<file path="src/rtl/winner_policy_v3.sv">
// winner_policy_v3 -- epsilon-greedy next-hop selector.
//
// Walks up to MAX_NBR neighbour entries (ID then Q-value) in the shared
// byte-addressed memory. It keeps the greedy best entry and also the entry
// at the round-robin index. At the end it either takes the exploratory
// round-robin hop or the greedy/own choice.
//
// Optional feature: define EPSILON_DECAY_EN to shrink epsilon by
// epsilon_step after every decision. Without it, epsilon changes only
// through load_eps.
//
// Ports:
//   clock, nreset          rising-edge clock, async active-low reset
//   start                  begin a decision (only looked at in IDLE)
//   load_eps, epsilon_in   load the 8-bit exploration threshold
//   epsilon_step           decay amount per decision (decay build only)
//   my_node_id, my_value   own ID and Q-value, latched at start
//   nbr_count              number of valid entries, clamped to MAX_NBR
//   address, mem_data_in   memory read port; data arrives one cycle later
//   nexthop, next_value    chosen hop and its Q-value
//   explored               last decision was exploratory
//   done                   one-cycle completion pulse
//   busy                   high outside IDLE
//   cstate                 current state encoding, for debug
module winner_policy_v3 #(
  parameter int                    WORD_WIDTH   = 16,
  parameter int                    MAX_NBR      = 64,
  parameter logic [WORD_WIDTH-1:0] NBR_BASE     = 16'h0048,
  parameter logic [WORD_WIDTH-1:0] QV_BASE      = 16'h01C8,
  parameter int                    ENTRY_STRIDE = 2,
  parameter logic [15:0]           LFSR_SEED    = 16'hACE1
) (
  input  logic                  clock,
  input  logic                  nreset,
  input  logic                  start,
  input  logic                  load_eps,
  input  logic [7:0]            epsilon_in,
  input  logic [7:0]            epsilon_step,
  input  logic [WORD_WIDTH-1:0] my_node_id,
  input  logic [WORD_WIDTH-1:0] my_value,
  input  logic [WORD_WIDTH-1:0] nbr_count,
  output logic [WORD_WIDTH-1:0] address,
  input  logic [WORD_WIDTH-1:0] mem_data_in,
  output logic [WORD_WIDTH-1:0] nexthop,
  output logic [WORD_WIDTH-1:0] next_value,
  output logic                  explored,
  output logic                  done,
  output logic                  busy,
  output logic [7:0]            cstate
);

  // One extra bit so that a count of exactly MAX_NBR is representable.
  localparam int IW = $clog2(MAX_NBR) + 1;

  typedef enum logic [2:0] {
    IDLE   = 3'd0,
    CHECK  = 3'd1,
    RD_ID  = 3'd2,
    RD_Q   = 3'd3,
    CMP    = 3'd4,
    DECIDE = 3'd5,
    DONE   = 3'd6
  } state_t;

  state_t                state_q, state_d;
  logic [WORD_WIDTH-1:0] my_id_q, my_id_d, my_val_q, my_val_d;
  logic [IW-1:0]         n_q, n_d, idx_q, idx_d, rr_idx_q, rr_idx_d;
  logic [WORD_WIDTH-1:0] cur_id_q, cur_id_d;
  logic [WORD_WIDTH-1:0] best_id_q, best_id_d, best_q_q, best_q_d;
  logic [WORD_WIDTH-1:0] rr_id_q, rr_id_d, rr_q_q, rr_q_d;
  logic [15:0]           lfsr_q, lfsr_d;
  logic [7:0]            eps_q, eps_d;
  logic [WORD_WIDTH-1:0] nexthop_q, nexthop_d, next_value_q, next_value_d;
  logic                  explored_q, explored_d;

  logic [IW-1:0]         idx_inc, rr_inc;
  logic                  explore;
  logic                  lfsr_fb;

`ifndef EPSILON_DECAY_EN
  logic unused_step;
  assign unused_step = ^epsilon_step;
`endif

  assign idx_inc = idx_q + IW'(1);
  assign rr_inc  = rr_idx_q + IW'(1);
  // Taps 16,14,13,11 of the Fibonacci polynomial, shifted in at bit 0.
  assign lfsr_fb = lfsr_q[15] ^ lfsr_q[13] ^ lfsr_q[12] ^ lfsr_q[10];

  always_comb begin
    state_d      = state_q;
    my_id_d      = my_id_q;
    my_val_d     = my_val_q;
    n_d          = n_q;
    idx_d        = idx_q;
    rr_idx_d     = rr_idx_q;
    cur_id_d     = cur_id_q;
    best_id_d    = best_id_q;
    best_q_d     = best_q_q;
    rr_id_d      = rr_id_q;
    rr_q_d       = rr_q_q;
    lfsr_d       = lfsr_q;
    eps_d        = eps_q;
    nexthop_d    = nexthop_q;
    next_value_d = next_value_q;
    explored_d   = explored_q;
    address      = '0;
    explore      = 1'b0;

    case (state_q)
      IDLE: begin
        if (start) begin
          my_id_d  = my_node_id;
          my_val_d = my_value;
          n_d      = (nbr_count > WORD_WIDTH'(MAX_NBR)) ? IW'(MAX_NBR)
                                                         : nbr_count[IW-1:0];
          state_d  = CHECK;
        end
      end
      CHECK: begin
        // A neighbour list that shrank may leave rr_idx out of range;
        // restart the rotation so the scan can still capture its entry.
        if (rr_idx_q >= n_q) rr_idx_d = '0;
        if (n_q == '0) begin
          state_d = DECIDE;
        end else begin
          idx_d    = '0;
          best_q_d = '0;
          state_d  = RD_ID;
        end
      end
      RD_ID: begin
        address = NBR_BASE + WORD_WIDTH'(ENTRY_STRIDE) * WORD_WIDTH'(idx_q);
        state_d = RD_Q;
      end
      RD_Q: begin
        address  = QV_BASE + WORD_WIDTH'(ENTRY_STRIDE) * WORD_WIDTH'(idx_q);
        cur_id_d = mem_data_in;
        state_d  = CMP;
      end
      CMP: begin
        // Strict compare so that ties keep the lower-indexed entry.
        if (idx_q == '0 || mem_data_in > best_q_q) begin
          best_id_d = cur_id_q;
          best_q_d  = mem_data_in;
        end
        if (idx_q == rr_idx_q) begin
          rr_id_d = cur_id_q;
          rr_q_d  = mem_data_in;
        end
        idx_d   = idx_inc;
        state_d = (idx_inc < n_q) ? RD_ID : DECIDE;
      end
      DECIDE: begin
        explore = (n_q != '0) && (lfsr_q[7:0] < eps_q);
        if (explore) begin
          nexthop_d    = rr_id_q;
          next_value_d = rr_q_q;
          explored_d   = 1'b1;
          rr_idx_d     = (rr_inc == n_q) ? '0 : rr_inc;
        end else if (n_q != '0 && best_q_q > my_val_q) begin
          nexthop_d    = best_id_q;
          next_value_d = best_q_q;
          explored_d   = 1'b0;
        end else begin
          nexthop_d    = my_id_q;
          next_value_d = my_val_q;
          explored_d   = 1'b0;
        end
        lfsr_d = {lfsr_q[14:0], lfsr_fb};
`ifdef EPSILON_DECAY_EN
        eps_d = (eps_q > epsilon_step) ? eps_q - epsilon_step : 8'd0;
`endif
        state_d = DONE;
      end
      DONE: state_d = IDLE;
      default: state_d = IDLE;
    endcase

    // An explicit load overrides any decay in the same cycle.
    if (load_eps) eps_d = epsilon_in;
  end

  always_ff @(posedge clock or negedge nreset) begin
    if (!nreset) begin
      state_q      <= IDLE;
      my_id_q      <= '0;
      my_val_q     <= '0;
      n_q          <= '0;
      idx_q        <= '0;
      rr_idx_q     <= '0;
      cur_id_q     <= '0;
      best_id_q    <= '0;
      best_q_q     <= '0;
      rr_id_q      <= '0;
      rr_q_q       <= '0;
      lfsr_q       <= LFSR_SEED;
      eps_q        <= '0;
      nexthop_q    <= '0;
      next_value_q <= '0;
      explored_q   <= 1'b0;
    end else begin
      state_q      <= state_d;
      my_id_q      <= my_id_d;
      my_val_q     <= my_val_d;
      n_q          <= n_d;
      idx_q        <= idx_d;
      rr_idx_q     <= rr_idx_d;
      cur_id_q     <= cur_id_d;
      best_id_q    <= best_id_d;
      best_q_q     <= best_q_d;
      rr_id_q      <= rr_id_d;
      rr_q_q       <= rr_q_d;
      lfsr_q       <= lfsr_d;
      eps_q        <= eps_d;
      nexthop_q    <= nexthop_d;
      next_value_q <= next_value_d;
      explored_q   <= explored_d;
    end
  end

  assign nexthop    = nexthop_q;
  assign next_value = next_value_q;
  assign explored   = explored_q;
  assign done       = (state_q == DONE);
  assign busy       = (state_q != IDLE);
  assign cstate     = {5'd0, state_q};

endmodule

</file>
<file path="config.mk">
export PLATFORM = sky130hd
export DESIGN_NAME = winner_policy_v3
export DESIGN_NICKNAME = d
export VERILOG_FILES = /design/src/rtl/winner_policy_v3.sv
export SDC_FILE = /design/constraint.sdc
export NUM_CORES = 1
export LEC_CHECK = 0
export CORE_ASPECT_RATIO = 1.5
export CORE_MARGIN = 2
export CORE_UTILIZATION = 55
export DETAILED_ROUTE_END_ITERATION = 16
export GPL_ROUTABILITY_DRIVEN = 0
export GPL_TIMING_DRIVEN = 0
export PLACE_DENSITY_LB_ADDON = 0.15
export SLEW_MARGIN = 20
export SYNTH_ARGS = -nofsm -noshare
export SYNTH_HDL_FRONTEND = slang
export SYNTH_SLANG_ARGS = --single-unit
</file>
<file path="constraint.sdc">
create_clock -name clock -period 3.2 [get_ports clock]
set_input_delay 0.8 -clock clock [delete_from_list [all_inputs] [get_ports clock]]
set_output_delay 0.8 -clock clock [all_outputs]
set_load 0.005 [all_outputs]
</file>
# After elaboration in Yosys (flattened, before gate mapping)
# Index checks and enable logic that the tools add are counted.
[word_totals]
register_bits = 193
word_cells = 78
[classes]
add_sub_neg = 4
magnitude_cmp = 6
n_reduce_logical = 16
bitwise_logic = 3
n_eq_ne = 13
mux = 20
[op_table]
columns = ["operator", "count"]
rows = [
  ["two-way mux 16 bit", 6],
  ["two-way mux 7 bit", 5],
  ["> comparator 16 bit", 2],
  ["case mux 16 bit (2 select lines)", 1],
  ["case mux 7 bit (2 select lines)", 2],
  ["case mux 10 bit (2 select lines)", 1],
  ["case mux 3 bit (6 select lines)", 1],
  ["> comparator 16 x 7 -> 1 bit (second input constant)", 1],
  ["adder 7 x 1 -> 7 bit (second input constant)", 2],
  ["== test 7 bit", 2],
  ["zero test 7 bit", 2],
  ["adder 9 x 8 -> 10 bit (first input constant)", 1],
  ["!= test 2 bit (second input constant)", 5],
  ["adder 7 x 8 -> 9 bit (first input constant)", 1],
  ["== test 3 bit (second input constant)", 3],
  ["two-way mux 3 bit", 3],
  ["< comparator 8 bit", 1],
  ["AND reduction 2 bit", 4],
  ["greater-or-equal comparator 7 bit", 1],
  ["< comparator 7 bit", 1],
  ["nonzero test 7 bit", 1],
  ["== test 3 x 2 -> 1 bit (second input constant)", 2],
  ["AND reduction 3 bit", 2],
  ["nonzero test 2 bit", 2],
  ["other kinds (7)", 10],
]

# Longest topological paths before layout
# Gate-level depths: netlist of run 1.
[depth]
ltp_word = 5
ltp_mapped = 9
mapped_depth_nobuf = 9

# Worst setup path before layout of run 1
# OpenSTA, ideal clock, no wires.
[synth_path]
kind = "in2reg"
from = "input mem_data_in[1]"
to = "register best_id_q[11]"
setup_slack_ns = 0.540
arrival_ns = 2.536
required_ns = 3.075
stages = 8
setup_ns = 0.125
path_cell_list = "ha_1 > nor2b_1 > o21a_1 > o21ai_1 > a21oi_1 > o31ai_2 > buf_2 > mux2_2"
[synth_via]
elab_chain_len = 3
[synth_rtl]
columns = ["element", "line", "text"]
rows = [
  ["start: declaration", "43", "input logic [WORD_WIDTH-1:0] mem_data_in,"],
  ["> comparator 16 bit", "143", "if (idx_q == '0 || mem_data_in > best_q_q) begin"],
  ["logical OR 1 bit", "143", ""],
  ["AND reduction 2 bit (no source line)", "--", ""],
  ["end signal: assignment", "210", "best_id_q <= best_id_d;"],
  ["end: declaration", "69", "logic [WORD_WIDTH-1:0] best_id_q, best_id_d, best_q_q, best_q_d;"],
]
# Every way passes these cells.
# A chain may end at the register's enable or synchronous reset.

# Worst setup path after layout of run 1
[layout_path]
from = "input mem_data_in[7]"
to = "register best_id_q[3]"
# The elaborated chain is that of the path after synthesis.

==> results by group, run 1 <==
Status
  – Status: completed

Clock network
  – CTS Buf Count: 17
  – Worst skew pair latency: 450 ps
  – CTS H-tree depth: 4
  – CTS tree: done
  – CTS Hold Bufs: 0
  – Clock transition at path regs: 80 ps
  – CTS sink count: 193
  – Clk root buf: clkbuf_16
  – Clock Path Buffers: 2

Route
  – Via density: approximately 5.7
  – Vias: between 7000 and 8000
  – # DRC: 0
  – Routed Wire Length: about 26 mm
  – Routed Antenna Nets: 0
  – Detailed Routing Iterations Pass 1: 5
  – DR iter-0 viols: 500
  – Wire per inst: around 18 um

Timing
  – Setup TNS: 0 ps
  – Max-slew headroom: between 40% and 50%
  – RSZ-0062 raised after global routing: yes
  – Final worst-path cycle share: a little over nine tenths
  – Fin crit period: about 3100 ps
  – Upper clock frequency limit: ~0.32 GHz
  – Least-Margin Pin Slew: about 840 ps
  – Final setup fails: 0
  – Worst Clk Skew: between 15 and 20 ps
  – Slew Viols, Final: 0
  – Hold Fails Final Rpt: 0

Yosys
  – Post-synth top area share: 46.1%
  – Area contributors post-synth: dfrtp_1 (46%), mux2_2 (7.2%), ha_1 (7.1%)
  – Mapped Area: ~10000 sq um
  – Main synth FF type: dfrtp_1
  – Cell count after synthesis: 1007
  – YS warnings: 0
  – Yosys reg bits: 193
  – Sequential share of the synthesized area: between 40 and 50%
  – Top post-synthesis cells by count: dfrtp_1 (185), nand2_1 (182), o21ai_0 (76), mux2_2 (64), inv_1 (61)
  – Yosys top cell by area: dfrtp_1
  – Post-synth cell types: between 60 and 70
  – Share of flip-flops with an asynchronous set or reset: 100%
  – Most common cell in the netlist: dfrtp_1
  – Mean Syn Cell Area: roughly 10 sq um
  – EDFF count, synth: 0

Place
  – DP Wirelength: ~19 mm
  – PortBufs: about 120
  – Placed cell areas: between 10000 and 15000 sq um
  – Cells after DPL: ~1400

Layout
  – Area growth syn-to-layout: 22.3%
  – Nets: 1303
  – Design Area, Final: 12300 sq um
  – Fill cells: 1439
  – # diodes: 0
  – Final Instance Count excl. Fillers: 1392
  – Fin util: 68.5%
  – Share of layout cells above drive strength 1: roughly 14%

Floorplanning
  – Initial core utilization: between 50% and 60%
  – Die W: approximately 110 um
  – Top Ports: between 100 and 150
  – Core outline area: between 15000 and 20000 sq um
  – Die height: about 170 um
  – Die area: 19400 sq um
  – FP Rows: 60

Global routing
  – Largest net degree at the start of global routing: 101
  – Number of global-route vias before repair: around 7800
  – Overall routing resource usage: between 20% and 30%
  – Global route overflow: 0
  – Initial antenna violation count: 0
  – First-pass GRT wire length: approximately 41 mm

Setup path
  – Worst-path fanout max: 10
  – Critical Path End Type: flop
  – CP required: between 3000 and 4000 ps
  – Worst EP arrival: around 3400 ps
  – Crit-path max cell delay: approximately 630 ps
  – Startpoint Class: input pin
  – Slowest CP cell: clkdlybuf4s50_1
  – Crit-path cells: clkdlybuf4s50_1 -> ha_1 -> a21oi_1 -> o21ai_0 -> o21ai_0 -> a21oi_1 -> o31ai_4 -> buf_2 -> mux2_2
  – Critical path class: input pin to flop

Power
  – Power, Total: roughly 5.9 mW
  – Peak supply drop: 0.320 mV
  – Pwr/cell area: between 400 and 500 nW/um^2
  – Pleak: 5.93 nW

Hold path
  – Worst min-delay path category: input pin to async pin

Flow run
  – Max Cap Viol: 0
==> routing by layer <==
layer	track usage (%)	routed length, um	share of wire (%)	vias to the layer above
li1	-	-	-	3759
met1	33.1	10100	39	3876
met2	49.4	13800	54	218
met3	3.86	859	3.3	45
met4	11.5	973	3.8	0
met5	0	0	0	-
==> where the power goes <==
group | internal, mW | switching [mW]
sequential | 2.68 | 0.220
combinational | 0.428 | 0.402
clock | 1.11 | 1.04
total | 4.23 | 1.66
==> worst paths after layout <==
kind                                     end  slack, ps            from  cells past startpoint
worst max-delay path            best_id_q[3]        110  mem_data_in[7]                      9
worst min-delay path                eps_q[0]        120          nreset                      1
worst max register to register   nexthop[14]        510    my_val_q[15]                      8
worst min register to register    lfsr_q[11]        470      lfsr_q[11]                      2
max in group asynchronous         my_id_q[5]       1960          nreset                      3
min in group clock                lfsr_q[11]        470      lfsr_q[11]                      2
==> cell usage in the layout (no fill, tap or decap), drive strengths merged, types with 4 or more instances in the layout <==
cell,synthesis,final
a21oi,56,56
nand2,182,182
dfrtp,185,185
dfstp,8,8
o21ai,77,77
clkbuf,30,47
nand2b,7,7
o211ai,5,5
o22ai,7,7
nor3,7,7
inv,62,69
nor2,28,28
mux2,64,64
buf,35,39
ha,57,57
nand4,9,9
xnor2,19,19
mux2i,48,48
clkinv,0,6
o31ai,4,4
clkdlybuf4s50,0,121
a21o,4,4
o21a,5,5
nor2b,8,8
nand3,17,17
xor2,7,7
or3,33,33
conb,1,12
a32oi,5,5
==> cells by family (layout without fill, tap and decap cells) <==
kind of cell    count (synthesis)  in the layout  synth area share (%)
fa+ha+maj                      57             57                  7.09
flops                         193            193                  48.1
mux                           112            112                  11.9
xor+xnor                       26             26                  2.27
buf+inv                       127            284                  5.79
simple gates                  307            307                  13.8
compound gates                184            184                  10.9
other cells                     1             12                0.0373
==> repair_timing <==
action,4_1_cts,5_1_grt
gates resized for setup,8,4
setup buffers,0,2
endpoints found under the setup margin,15,12
==> per-stage QoR <==
step	hold slack, ps	setup slack (ps)
3_3_place_gp	447	-6790
2_1_floorplan	439	540
3_5_place_dp	456	-480
5_1_grt	102	-14.6
4_1_cts	112	0.144
6_report	116	112
==> final cells by class <==
type / count / area [sq um] / area share [%]
inverter: 62 / 233 / 1.89
sequential: 193 / 4840 / 39.4
multi-input combinational: 698 / 4700 / 38.2
clock inverter: 15 / 169 / 1.37
timing repair buffer: 126 / 1300 / 10.5
tap: 217 / 272 / 2.21
buffer: 64 / 359 / 2.92
clock buffer: 17 / 425 / 3.46
==> critical path: cells and delay by family <==
family / cells / cell delay [ps]
buffers and inverters: 2 / 1000
AOI/OAI and AO/OA: 5 / 910
muxes: 1 / 380
adders and majority gates: 1 / 300
No activity file was read; power rests on OpenSTA's default activity.
==> inputs of run 2 (changes only) <==
- CAP_MARGIN: unset -> 20
- PLACE_DENSITY: unset -> 0.82
- PLACE_DENSITY_LB_ADDON: 0.15 -> unset
- TNS_END_PERCENT: unset -> 30
==> results by group, run 2 (synthesis gave the netlist of run 1 again) <==
Floorplanning
  – Top Ports: 143
  – Die area: slightly below 20000 sq um
  – Die W: around 110 um
  – Die height: approximately 170 um
  – FP Rows: 60
  – Core outline area: around 18000 sq um
  – Initial core utilization: approximately 56%

Flow run
  – Max Cap Viol: 0

Hold path
  – Worst min-delay path category: input pin to async pin

Layout
  – Final Instance Count excl. Fillers: 1391
  – # diodes: 0
  – Most common cell after layout, fill and taps aside: dfrtp_1
  – Share of layout cells above drive strength 1: a little over an eighth
  – Nets: ~1300
  – Most frequent cells in the layout: dfrtp_1 (185), nand2_1 (181), clkdlybuf4s50_1 (121), o21ai_0 (76), mux2_2 (64)
  – Area growth syn-to-layout: 22.5%
  – Fin util: around two thirds
  – Fill cells: around 1300

Global routing
  – First-pass GRT wire length: 41.1 mm
  – Largest net degree at the start of global routing: roughly 90
  – Initial antenna violation count: 0
  – Overall routing resource usage: 27.6%
  – Number of global-route vias before repair: slightly above 8000
  – Global route overflow: 0

Status
  – Status: completed

Clock network
  – CTS sink count: 193
  – Clk root buf: clkbuf_16
  – Worst skew pair latency: 440 ps
  – CTS Buf Count: 17
  – CTS tree: done
  – Clock Path Buffers: 2
  – CTS H-tree depth: 4
  – Clock transition at path regs: around 70 ps

Route
  – DR iter-0 viols: between 500 and 600
  – # DRC: 0
  – Routed Antenna Nets: 0
  – Routed Wire Length: 26.0 mm
  – Detailed Routing Iterations Pass 1: 5
  – Via density: between 5 and 6
  – Wire per inst: approximately 19 um
  – Vias: 7934

Timing
  – Final worst-path cycle share: just under 100%
  – Worst Clk Skew: 7.67 ps
  – Fin crit period: ~3100 ps
  – Upper clock frequency limit: around 0.32 GHz
  – Final setup fails: 0
  – Hold Fails Final Rpt: 0
  – Setup TNS: 0 ps
  – Max-slew headroom: 45.9%
  – Least-Margin Pin Slew: just over 800 ps
  – RSZ-0062 raised after global routing: no
  – Slew Viols, Final: 0

Setup path
  – Slowest CP cell: clkdlybuf4s50_1
  – Critical path class: input pin to flop
  – Worst EP arrival: approximately 3400 ps
  – Startpoint Class: input pin
  – Worst-path fanout max: 10
  – Crit-path leading delay family: buffers and inverters
  – Crit-path cells: clkdlybuf4s50_1 -> ha_1 -> nor2b_1 -> o21a_1 -> o21ai_1 -> a21oi_1 -> o31ai_4 -> buf_2 -> mux2_2
  – Critical Path End Type: flop
  – Critical path buffers and inverters: 2
  – CP required: around 3500 ps
  – Crit-path max cell delay: 520 ps

Place
  – PortBufs: 122
  – DP Wirelength: 19.3 mm
  – Cells after DPL: around 1400

Power
  – Pwr/cell area: 489 nW/um^2
  – Peak supply drop: around 0.37 mV
  – Pleak: between 5 and 6 nW
  – Power, Total: 6.02 mW
==> run 2: cell types whose count changed in the layout (fill, tap and decap cells not counted), moves of 2 or more <==
cell / change
inv_8: -3
clkbuf_8: +2
clkinv_8: -2
bufinv_16: +2
==> run 2: report_power, final <==
part / internal [mW] / switching, mW / leakage, nW / total (mW)
clock: 1.29 / 0.974 / 0.302 / 2.26
sequential: 2.69 / 0.221 / 2.35 / 2.91
combinational: 0.435 / 0.421 / 3.28 / 0.856
total: 4.41 / 1.62 / 5.94 / 6.02
==> run 2: timing repair <==
item,CTS,global route
buffers inserted,0,1
setup endpoints to repair,16,2
hold buffers,0,0
gates resized for setup,7,3
==> run 2: through the flow <==
step	cell area, sq um	setup slack [ps]	hold slack [ps]
floorplan	10100	540	439
global placement	11600	-6530	447
detailed placement	11600	-482	460
CTS	12300	36.0	235
global route	12300	3.35	244
finish	12300	79.6	230
==> run 2: final timing paths <==
kind | from | to | slack (ps) | depth (start not counted)
setup reg to reg | idx_q[2] | best_id_q[11] | 520 | 9
min in group clock | lfsr_q[11] | lfsr_q[11] | 470 | 2
hold reg to reg | lfsr_q[11] | lfsr_q[11] | 470 | 2
max in group asynchronous | nreset | nexthop[3] | 1880 | 3
hold / removal | nreset | rr_q_q[7] | 230 | 1
setup / recovery | mem_data_in[1] | best_id_q[11] | 80 | 9
==> run 2: area by class of cell <==
cell class	instances	area (sq um)	share of cell area, %
repair buffers	125	1290	10.5
inverters	62	233	1.89
clock buffers	19	453	3.68
multi-input cells	698	4700	38.1
clock inverters	13	174	1.41
well taps	217	272	2.20
flip-flops and latches	193	4840	39.3
plain buffers	64	360	2.93
==> run 2: layer usage <==
metal  vias to the layer above  global-route usage, %  wire length, um
met2                       280                   47.6            13400
met4                         0                   18.6             1730
met1                      3827                   30.8             9690
li1                       3732                      -                -
met3                        95                   4.71             1140
met5                         -                      0                0
==> run 2: worst register-to-register path, cell delays in order (launching register included) <==
cell      delay (ps)
dfrtp_1          350
clkbuf_1         360
inv_1             90
ha_1             200
and4b_1          260
nor2_1           110
nand2_1           90
o31ai_4          340
buf_2            380
mux2_2           380
